`config.mk`:
```
export PLATFORM = sky130hd
export DESIGN_NAME = fetch_ir_unit_flat
export DESIGN_NICKNAME = d
export VERILOG_FILES = /design/src/rtl/isa_pkg.sv /design/src/rtl/fetch_ir_unit_if.sv /design/src/rtl/fetch_ir_unit_instr_decode.sv /design/src/rtl/fetch_ir_unit.sv /design/src/flat_wrapper.sv
export SDC_FILE = /design/constraint.sdc
export NUM_CORES = 1
export LEC_CHECK = 0
export CORE_ASPECT_RATIO = 0.5
export CORE_MARGIN = 8
export CORE_UTILIZATION = 37
export CTS_CLUSTER_DIAMETER = 100
export DETAILED_ROUTE_END_ITERATION = 10
export HOLD_SLACK_MARGIN = 0.02
export PLACE_DENSITY = 0.89
export SLEW_MARGIN = 10
export SYNTH_ARGS = -nofsm -noshare
export SYNTH_HDL_FRONTEND = slang
export SYNTH_SLANG_ARGS = --single-unit
```
`constraint.sdc`:
```
create_clock -name clk -period 1.8 [get_ports clk]
set_input_delay 0.27 -clock clk [delete_from_list [all_inputs] [get_ports clk]]
set_output_delay 0.27 -clock clk [all_outputs]
set_load 0.02 [all_outputs]
```
`src/rtl/isa_pkg.sv`:
```
// ---------------------------------------------------------------------------
// isa_pkg
// Shared ISA definitions for the 16-bit multicycle core. Both the fetch/IR
// unit and the multicycle controller import this package. It holds the
// following:
//   - opcode constants that op must present unchanged
//   - pcsrc encodings for the next-PC mux
//   - bit positions of the instruction fields
//   - sign-extension helpers for the two immediate formats
// ---------------------------------------------------------------------------
package isa_pkg;

    localparam int XLEN = 16;

    // Fixed opcodes (instr[15:12])
    localparam logic [3:0] OP_ADD = 4'b0000;  // ADD/ADC
    localparam logic [3:0] OP_NDU = 4'b0010;  // NDU/NDZ
    localparam logic [3:0] OP_LW  = 4'b0100;
    localparam logic [3:0] OP_SW  = 4'b0101;
    localparam logic [3:0] OP_BEQ = 4'b0110;
    localparam logic [3:0] OP_JAL = 4'b0111;

    // Next-PC source select
    typedef enum logic [1:0] {
        PCSRC_ALU    = 2'b00,  // combinational ALU result (PC+1 at fetch)
        PCSRC_ALUOUT = 2'b01,  // registered ALU result (branch target)
        PCSRC_RB     = 2'b10,  // register-indirect jump target
        PCSRC_HOLD   = 2'b11   // reserved: PC holds
    } pcsrc_e;

    // Instruction field bit positions
    localparam int OP_MSB   = 15;
    localparam int OP_LSB   = 12;
    localparam int RA_MSB   = 11;
    localparam int RA_LSB   = 9;
    localparam int RB_MSB   = 8;
    localparam int RB_LSB   = 6;
    localparam int RC_MSB   = 5;
    localparam int RC_LSB   = 3;
    localparam int CZ_MSB   = 1;
    localparam int CZ_LSB   = 0;
    localparam int IMM6_MSB = 5;
    localparam int IMM9_MSB = 8;

    function automatic logic [XLEN-1:0] sext6(input logic [5:0] v);
        return {{(XLEN-6){v[5]}}, v};
    endfunction

    function automatic logic [XLEN-1:0] sext9(input logic [8:0] v);
        return {{(XLEN-9){v[8]}}, v};
    endfunction

endpackage

```
`src/rtl/fetch_ir_unit_if.sv`:
```
// ---------------------------------------------------------------------------
// fetch_ir_unit_if
// Bundles the signals between the fetch/IR unit, the controller, the
// datapath and unified memory.
//   Inputs to the unit:
//     - controller strobes: pcen, pcsrc, iord, irwrite
//     - datapath values: aluresult, aluout, rbdata
//     - memory read data: memrdata
//   Outputs from the unit:
//     - memory address: memaddr
//     - architectural state: pc, instr, mdr, instret
//     - decoded fields: op, cz, ra, rb, rc, imm6, imm9
// Modports:
//   - slave: the fetch/IR unit.
//   - master: whoever drives the strobes and consumes the state, which is
//     the controller/datapath or a testbench.
// ---------------------------------------------------------------------------
interface fetch_ir_unit_if;
    import isa_pkg::*;

    logic            pcen;
    logic [1:0]      pcsrc;
    logic            iord;
    logic            irwrite;
    logic [XLEN-1:0] aluresult;
    logic [XLEN-1:0] aluout;
    logic [XLEN-1:0] rbdata;
    logic [XLEN-1:0] memrdata;

    logic [XLEN-1:0] memaddr;
    logic [XLEN-1:0] pc;
    logic [XLEN-1:0] instr;
    logic [3:0]      op;
    logic [1:0]      cz;
    logic [2:0]      ra;
    logic [2:0]      rb;
    logic [2:0]      rc;
    logic [XLEN-1:0] imm6;
    logic [XLEN-1:0] imm9;
    logic [XLEN-1:0] mdr;
    logic [XLEN-1:0] instret;

    modport slave (
        input  pcen, pcsrc, iord, irwrite, aluresult, aluout, rbdata, memrdata,
        output memaddr, pc, instr, op, cz, ra, rb, rc, imm6, imm9, mdr, instret
    );

    modport master (
        output pcen, pcsrc, iord, irwrite, aluresult, aluout, rbdata, memrdata,
        input  memaddr, pc, instr, op, cz, ra, rb, rc, imm6, imm9, mdr, instret
    );

endinterface

```
`src/rtl/fetch_ir_unit_instr_decode.sv`:
```
// ---------------------------------------------------------------------------
// instr_decode
// Purely combinational field/immediate extractor for a 16-bit instruction.
// It is kept separate so that a pipelined variant can reuse it per stage.
//   instr_i : instruction word
//   op_o    : instr[15:12]
//   cz_o    : instr[1:0]
//   ra_o    : instr[11:9]
//   rb_o    : instr[8:6]
//   rc_o    : instr[5:3]
//   imm6_o  : sign-extended instr[5:0]
//   imm9_o  : sign-extended instr[8:0]
// ---------------------------------------------------------------------------
module instr_decode
    import isa_pkg::*;
(
    input  logic [XLEN-1:0] instr_i,
    output logic [3:0]      op_o,
    output logic [1:0]      cz_o,
    output logic [2:0]      ra_o,
    output logic [2:0]      rb_o,
    output logic [2:0]      rc_o,
    output logic [XLEN-1:0] imm6_o,
    output logic [XLEN-1:0] imm9_o
);

    assign op_o   = instr_i[OP_MSB:OP_LSB];
    assign cz_o   = instr_i[CZ_MSB:CZ_LSB];
    assign ra_o   = instr_i[RA_MSB:RA_LSB];
    assign rb_o   = instr_i[RB_MSB:RB_LSB];
    assign rc_o   = instr_i[RC_MSB:RC_LSB];
    assign imm6_o = sext6(instr_i[IMM6_MSB:0]);
    assign imm9_o = sext9(instr_i[IMM9_MSB:0]);

endmodule

```
`src/rtl/fetch_ir_unit.sv`:
```
// ---------------------------------------------------------------------------
// fetch_ir_unit
// Holds the PC, the instruction register, the memory data register and the
// retired-instruction counter of the 16-bit multicycle core. It also drives
// the memory address.
//   clk   : system clock; all state updates on its rising edge
//   reset : synchronous, active-high; takes priority over pcen and irwrite
//   bus   : fetch_ir_unit_if.slave, carrying strobes, datapath values,
//           memory data, state and decoded fields
// RESET_PC : word address loaded into the PC on reset.
// ---------------------------------------------------------------------------
module fetch_ir_unit
    import isa_pkg::*;
#(
    parameter logic [15:0] RESET_PC = 16'h0000
) (
    input  logic          clk,
    input  logic          reset,
    fetch_ir_unit_if.slave bus
);

    logic [XLEN-1:0] pc_q, pc_d;
    logic [XLEN-1:0] instr_q, instr_d;
    logic [XLEN-1:0] mdr_q, mdr_d;
    logic [XLEN-1:0] instret_q, instret_d;

    // Next-state logic. pcsrc=11 is reserved and holds the PC even when
    // pcen is set.
    always_comb begin
        pc_d      = pc_q;
        instr_d   = instr_q;
        mdr_d     = bus.memrdata;
        instret_d = instret_q;

        if (bus.pcen) begin
            case (pcsrc_e'(bus.pcsrc))
                PCSRC_ALU:    pc_d = bus.aluresult;
                PCSRC_ALUOUT: pc_d = bus.aluout;
                PCSRC_RB:     pc_d = bus.rbdata;
                default:      pc_d = pc_q;
            endcase
        end

        // The IR loads whatever memory returns, regardless of iord. A load
        // with iord=1 is legal and fetches from aluout.
        if (bus.irwrite) begin
            instr_d   = bus.memrdata;
            instret_d = instret_q + 16'd1;
        end
    end

    always_ff @(posedge clk) begin
        if (reset) begin
            pc_q      <= RESET_PC;
            instr_q   <= '0;
            mdr_q     <= '0;
            instret_q <= '0;
        end else begin
            pc_q      <= pc_d;
            instr_q   <= instr_d;
            mdr_q     <= mdr_d;
            instret_q <= instret_d;
        end
    end

    assign bus.memaddr = bus.iord ? bus.aluout : pc_q;
    assign bus.pc      = pc_q;
    assign bus.instr   = instr_q;
    assign bus.mdr     = mdr_q;
    assign bus.instret = instret_q;

    logic [3:0]      op_w;
    logic [1:0]      cz_w;
    logic [2:0]      ra_w, rb_w, rc_w;
    logic [XLEN-1:0] imm6_w, imm9_w;

    instr_decode u_decode (
        .instr_i (instr_q),
        .op_o    (op_w),
        .cz_o    (cz_w),
        .ra_o    (ra_w),
        .rb_o    (rb_w),
        .rc_o    (rc_w),
        .imm6_o  (imm6_w),
        .imm9_o  (imm9_w)
    );

    assign bus.op   = op_w;
    assign bus.cz   = cz_w;
    assign bus.ra   = ra_w;
    assign bus.rb   = rb_w;
    assign bus.rc   = rc_w;
    assign bus.imm6 = imm6_w;
    assign bus.imm9 = imm9_w;

endmodule

```
`src/flat_wrapper.sv`:
```
// flat-port wrapper written by rule: the top's interface ports become plain ports
module fetch_ir_unit_flat import isa_pkg::*;
#(
    parameter logic [15:0] RESET_PC = 16'h0000
)
  (clk, reset, bus_pcen, bus_pcsrc, bus_iord, bus_irwrite, bus_aluresult, bus_aluout, bus_rbdata, bus_memrdata, bus_memaddr, bus_pc, bus_instr, bus_op, bus_cz, bus_ra, bus_rb, bus_rc, bus_imm6, bus_imm9, bus_mdr, bus_instret);
  fetch_ir_unit_if bus_i ();
  input  logic clk;
  input  logic reset;
  input wire logic [$bits(bus_i.pcen)-1:0] bus_pcen;
  input wire logic [$bits(bus_i.pcsrc)-1:0] bus_pcsrc;
  input wire logic [$bits(bus_i.iord)-1:0] bus_iord;
  input wire logic [$bits(bus_i.irwrite)-1:0] bus_irwrite;
  input wire logic [$bits(bus_i.aluresult)-1:0] bus_aluresult;
  input wire logic [$bits(bus_i.aluout)-1:0] bus_aluout;
  input wire logic [$bits(bus_i.rbdata)-1:0] bus_rbdata;
  input wire logic [$bits(bus_i.memrdata)-1:0] bus_memrdata;
  output wire logic [$bits(bus_i.memaddr)-1:0] bus_memaddr;
  output wire logic [$bits(bus_i.pc)-1:0] bus_pc;
  output wire logic [$bits(bus_i.instr)-1:0] bus_instr;
  output wire logic [$bits(bus_i.op)-1:0] bus_op;
  output wire logic [$bits(bus_i.cz)-1:0] bus_cz;
  output wire logic [$bits(bus_i.ra)-1:0] bus_ra;
  output wire logic [$bits(bus_i.rb)-1:0] bus_rb;
  output wire logic [$bits(bus_i.rc)-1:0] bus_rc;
  output wire logic [$bits(bus_i.imm6)-1:0] bus_imm6;
  output wire logic [$bits(bus_i.imm9)-1:0] bus_imm9;
  output wire logic [$bits(bus_i.mdr)-1:0] bus_mdr;
  output wire logic [$bits(bus_i.instret)-1:0] bus_instret;
  assign bus_i.pcen = bus_pcen;
  assign bus_i.pcsrc = bus_pcsrc;
  assign bus_i.iord = bus_iord;
  assign bus_i.irwrite = bus_irwrite;
  assign bus_i.aluresult = bus_aluresult;
  assign bus_i.aluout = bus_aluout;
  assign bus_i.rbdata = bus_rbdata;
  assign bus_i.memrdata = bus_memrdata;
  assign bus_memaddr = bus_i.memaddr;
  assign bus_pc = bus_i.pc;
  assign bus_instr = bus_i.instr;
  assign bus_op = bus_i.op;
  assign bus_cz = bus_i.cz;
  assign bus_ra = bus_i.ra;
  assign bus_rb = bus_i.rb;
  assign bus_rc = bus_i.rc;
  assign bus_imm6 = bus_i.imm6;
  assign bus_imm9 = bus_i.imm9;
  assign bus_mdr = bus_i.mdr;
  assign bus_instret = bus_i.instret;
  fetch_ir_unit #(.RESET_PC(RESET_PC)) u_core (.clk(clk), .reset(reset), .bus(bus_i));
endmodule
```
# Word-level counts from Yosys, hierarchy flattened
# Index checks and enable logic that the tools add are counted.
# totals
register_bits	64
input_bits	71
out_inout_bits	127
word_cells	12
# op_classes
addsub	1
eq_ne	2
muxes	2
reduce_logical	3
# op_table
op	count
case mux 16 bit (3 select lines)	1
adder 16 x 1 -> 16 bit, second input constant	1
2-to-1 mux 16 bit	1
nonzero test 3 bit	1
equality test 2 x 1 -> 1 bit, second input constant	1
equality test 2 bit, second input constant	1
zero test 2 bit	1
AND reduction 2 bit	1

# Depth between registers and ports, before layout
# depth
word_depth	3
depth_mapped	8

# Cells and area by module
# A second synthesis with hierarchy kept.
# unflattened
hier_cells	366
area_unflattened_um2	3150.5
# by_module_without_submodules
mod	n_inst	cells_each	area_per_inst_um2
fetch_ir_unit	1	319	2797.7
instr_decode	1	47	352.8

# Worst setup path before layout
# OpenSTA, ideal clock, no wires.
# synth_timing
path_type	register to register
from	reg u_core.instret_q[0], in the netlist u_core.bus.instret[0]
to	reg u_core.instret_q[12], in the netlist u_core.bus.instret[12]
arrival_ps	1631
t_required_ps	1686
setup_slack_ps	54
stages_incl_launch_ff	6
synth_period_minus_slack_ps	1746
cell_sequence	dfxtp_1 ha_1 inv_1 or4_1 xnor2_1 and2b_1
# synth_between
elab_chain_len	1
# synth_lines
element	line	text
start, declared	fetch_ir_unit.sv:25	logic [XLEN-1:0] instret_q, instret_d;
start signal, assigned	fetch_ir_unit.sv:62	instret_q <= instret_d;
adder 16 x 1 -> 16 bit	fetch_ir_unit.sv:48	instret_d = instret_q + 16'd1;
# Every way passes these cells.
# A chain may end at the register's enable or synchronous reset.

# Worst setup path in the final report
# layout_timing
from	reg u_core.instret_q[2], in the netlist u_core.bus.instret[2]
to	out bus_instret[2]
# layout_lines
element	line	text
end, declared	flat_wrapper.sv:29	output wire logic [$bits(bus_i.instret)-1:0] bus_instret;
# No word-level cell between the ends.

==> results by group <==
Critical path
  – Critical path fanouts, max: 6
  – Critical path startpoint category: register
  – Stage delay of the slowest cell on the critical path: 0.68 ns
  – Slack of the worst reg-to-reg path: 0.21 ns
  – Kind of critical path: reg -> out
  – CP max-delay cell: sky130_fd_sc_hd__clkdlybuf4s50_1
  – Endpoint class of the critical path: primary output
  – Worst endpoint required time: 1.53 ns
  – Cells along the critical path: clkdlybuf4s50_1
  – Data arrival time of the critical path: 1.45 ns
  – Cell family with the largest share of critical-path delay: buffers and inverters
  – Worst Path Buf+Inv: 1

Finish
  – Share of the core filled with cells in the final layout: 64.4%
  – Final standard cell count with taps included and fillers excluded: 649
  – Area overhead of the layout relative to synthesis: 66.4%
  – Final design area excluding fillers: 5240 µm²
  – Number of inserted filler cells in the final layout: 645
  – Fraction of final layout cells sized beyond drive strength 1: 15.5%
  – Antenna cell count: 0
  – Post-layout nets: 607

Detailed routing
  – DRC violation count after routing: 0
  – 1st-iter DRT viols: 119
  – Detail-routed net length per standard cell: 16.3 µm
  – Number of nets with antenna violations after detailed routing: 0
  – Number of detailed-routing iterations run before antenna repair: 4
  – Routed WL: 10600 µm
  – Vias post-DR: 3074
  – Via density: 4.74

STA
  – Fin crit period: 1.72 ns
  – Achievable frequency: 582 MHz
  – Total of endpoints with negative setup slack in the final report: 0
  – Final Hold Violating Endpoints: 0
  – Tcrit/Tclk final: 95.4%
  – Worst relative slew slack: 72.8%
  – Setup repair after global routing missed its margin: no
  – Number of max-slew violations in the final report: 0
  – Fin Clk Skew: 0.00424 ns
  – Worst slew pin tran: 0.404 ns

Global routing
  – Via count of the first global-routing pass: 3141
  – Overall overflow remaining after global route: 0
  – Antenna violations before repair: 0
  – Pin count of the biggest net entering global routing: 29
  – Tot GR Track Use: 17.2%
  – Wire length of the first global-routing pass: 16300 µm

Synth
  – Synth Register Bits: 64
  – Post-Syn Area per Cell: 8.61 µm²
  – Number of instances in the synthesized netlist: 366
  – Count of unique library cells instantiated by Yosys: 30
  – Proportion of netlist area held by the largest area contributor: 40.7%
  – Syn. warnings: 0
  – Biggest area consumer among synthesized cells: sky130_fd_sc_hd__dfxtp_1
  – Share of the yosys chip area belonging to registers: 40.7%
  – Cell types occupying the most area after synthesis: sky130_fd_sc_hd__dfxtp_1 (41%), sky130_fd_sc_hd__buf_4 (11%), sky130_fd_sc_hd__mux2_2 (6.8%), sky130_fd_sc_hd__nand2_1 (6.3%), sky130_fd_sc_hd__mux2i_1 (5.4%)
  – Total nets after synthesis: 441
  – Area of the mapped netlist: 3150 µm²

Clocking
  – TritonCTS Sinks: 64
  – Clock tree root buffer cell: sky130_fd_sc_hd__clkbuf_16
  – Number of H-tree levels: 3
  – Clock transition at the register clock pins on the worst setup and hold paths after CTS: 0.05 ns
  – TritonCTS clock tree: done
  – Maximum count of clock buffers along a single path: 2
  – CTS Buf Count: 9
  – Worst-skew pair later-pin latency: 0.32 ns

Worst hold path
  – Type of the worst min-delay path: in -> reg

Power
  – Portion of total power attributed to combinational logic: 23.8%
  – Portion of total power attributed to sequential cells: 37.8%
  – Power per standard cell area: 776 nW/µm²
  – Switching power of the nets: 1.12 mW
  – Internal power: 2.95 mW
  – Pleak: 2.12 nW
  – Clock power frac: 38.4%
  – Post-route total power: 4.07 mW
  – Maximum VDD drop: 0.483 mV
  – Switching share of power: 27.5%

Floorplan
  – Overall die height: 81.3 µm
  – Die Width: 147 µm
  – Placement row count: 23
  – Starting Density: 38.7%
  – Area of the die: 11900 µm²
  – Core outline area: 8140 µm²
  – Count of pins on the block boundary: 198

Placed design
  – Final RePlAce weighted congestion: 0.789
  – IO buf count: 197
  – Post-placement cell count: 629
  – Area post-placement: 5010 µm²
  – DPL Wire Length: 8470 µm

Run
  – Max_cap viols: 0

Run status
  – Result of the run: complete, no violations
power by group through the flow:
stage	combinational [mW]	clock, mW	sequential, mW
2_1_floorplan	0.434	0	1.64
3_3_place_gp	0.978	0	1.56
3_5_place_dp	0.997	0	1.57
4_1_cts	0.982	1.61	1.54
5_1_grt	1.03	1.67	1.55
6_report	0.968	1.56	1.54
metal layers:
| layer | track usage [%] | wire (µm) | vias to the layer above |
|---|---|---|---|
| met1 | 16.8 | 4110 | 1424 |
| met5 | 0 | 0 | - |
| met4 | 5.91 | 148 | 0 |
| met2 | 34.0 | 5660 | 117 |
| met3 | 5.93 | 685 | 15 |
| li1 | - | - | 1518 |
final cells by class:
cell class,count,area (µm²),area share [%]
Timing Repair Buffer,225,2120,40.4
Multi-Input combinational cell,229,1410,27.0
Sequential cell,64,1280,24.5
Clock buffer,11,243,4.63
Tap cell,112,140,2.67
Clock inverter,5,32.5,0.621
Inverter,3,11.3,0.215
worst paths after layout:
path,startpoint,endpoint,cells after the start
min reg2reg,u_core.bus.pc[7],u_core.bus.pc[7],2
max,u_core.bus.instret[2],bus_instret[2],1
min,reset,u_core.bus.instret[10],2
max reg2reg,u_core.bus.instret[1],u_core.bus.instret[12],5
cells in the mapped netlist (all sizes together):
cell / count
nor2b: 20
nor3: 3
or3: 1
ha: 4
or4: 1
xor2: 6
nor4: 1
mux2: 19
dfxtp: 64
nor2: 31
and4: 2
inv: 3
and3: 1
a31o: 1
nand2: 53
buf: 54
nand4: 6
o21ai: 17
xnor2: 4
a22oi: 16
nand2b: 2
mux2i: 17
and2b: 1
clkbuf: 16
nand3: 5
a21oi: 18
placed cells by master, fill, tap and decap left out, types with 6 or more instances in the layout:
| cell type | synthesis | final |
|---|---|---|
| sky130_fd_sc_hd__clkdlybuf4s50_1 | 0 | 175 |
| sky130_fd_sc_hd__dfxtp_1 | 64 | 62 |
| sky130_fd_sc_hd__nand2_1 | 53 | 53 |
| sky130_fd_sc_hd__nor2_1 | 31 | 31 |
| sky130_fd_sc_hd__buf_4 | 47 | 25 |
| sky130_fd_sc_hd__nor2b_1 | 20 | 20 |
| sky130_fd_sc_hd__mux2_2 | 19 | 19 |
| sky130_fd_sc_hd__a21oi_1 | 18 | 18 |
| sky130_fd_sc_hd__mux2i_1 | 17 | 17 |
| sky130_fd_sc_hd__a22oi_1 | 16 | 16 |
| sky130_fd_sc_hd__o21ai_0 | 13 | 13 |
| sky130_fd_sc_hd__clkbuf_2 | 0 | 11 |
| sky130_fd_sc_hd__clkbuf_16 | 0 | 9 |
| sky130_fd_sc_hd__xor2_1 | 6 | 6 |
| sky130_fd_sc_hd__buf_2 | 4 | 6 |
registers in the layout, summed over array words and instances (netlist names):
name,cells
u_core.bus.mdr,16
u_core.bus.pc,16
u_core.bus.instret,16
u_core.bus.instr,16
cell families (layout without fill, tap and decap cells):
logic type               count (synthesis)  after routing  synth area share (%)
multiplexers                            36             36                  12.2
AO/OA/AOI/OAI                           52             52                  9.65
adder cells (fa/ha/maj)                  4              4                  1.59
AND/OR/NAND/NOR                        127            127                  18.7
flip-flops                              64             64                  40.7
XOR/XNOR                                10             10                  2.78
buffers and inverters                   73            244                  14.5
timing repair:
item / CTS / global route
hold buffers: 0 / 0
gates resized for setup: 29 / 33
setup buffers: 0 / 4
endpoints found under the setup margin: 33 / 23
per-stage QoR:
stage / hold slack (ns) / setup TNS (ns) / worst slack (ns)
4_1_cts: 0.340 / -0.768 / -0.0723
5_1_grt: 0.381 / 0 / 0.00491
6_report: 0.345 / 0 / 0.0830
3_3_place_gp: 0.460 / -4.36 / -0.278
2_1_floorplan: 0.398 / 0 / 0.0545
3_5_place_dp: 0.465 / -4.94 / -0.314
worst reg2reg max path: stages (launching register included):
cell,delay (ns)
sky130_fd_sc_hd__dfxtp_1,0.40
sky130_fd_sc_hd__ha_1,0.22
sky130_fd_sc_hd__inv_1,0.05
sky130_fd_sc_hd__or4_1,0.53
sky130_fd_sc_hd__xnor2_1,0.14
sky130_fd_sc_hd__and2b_1,0.15
Power figures use the tool's default switching activity.
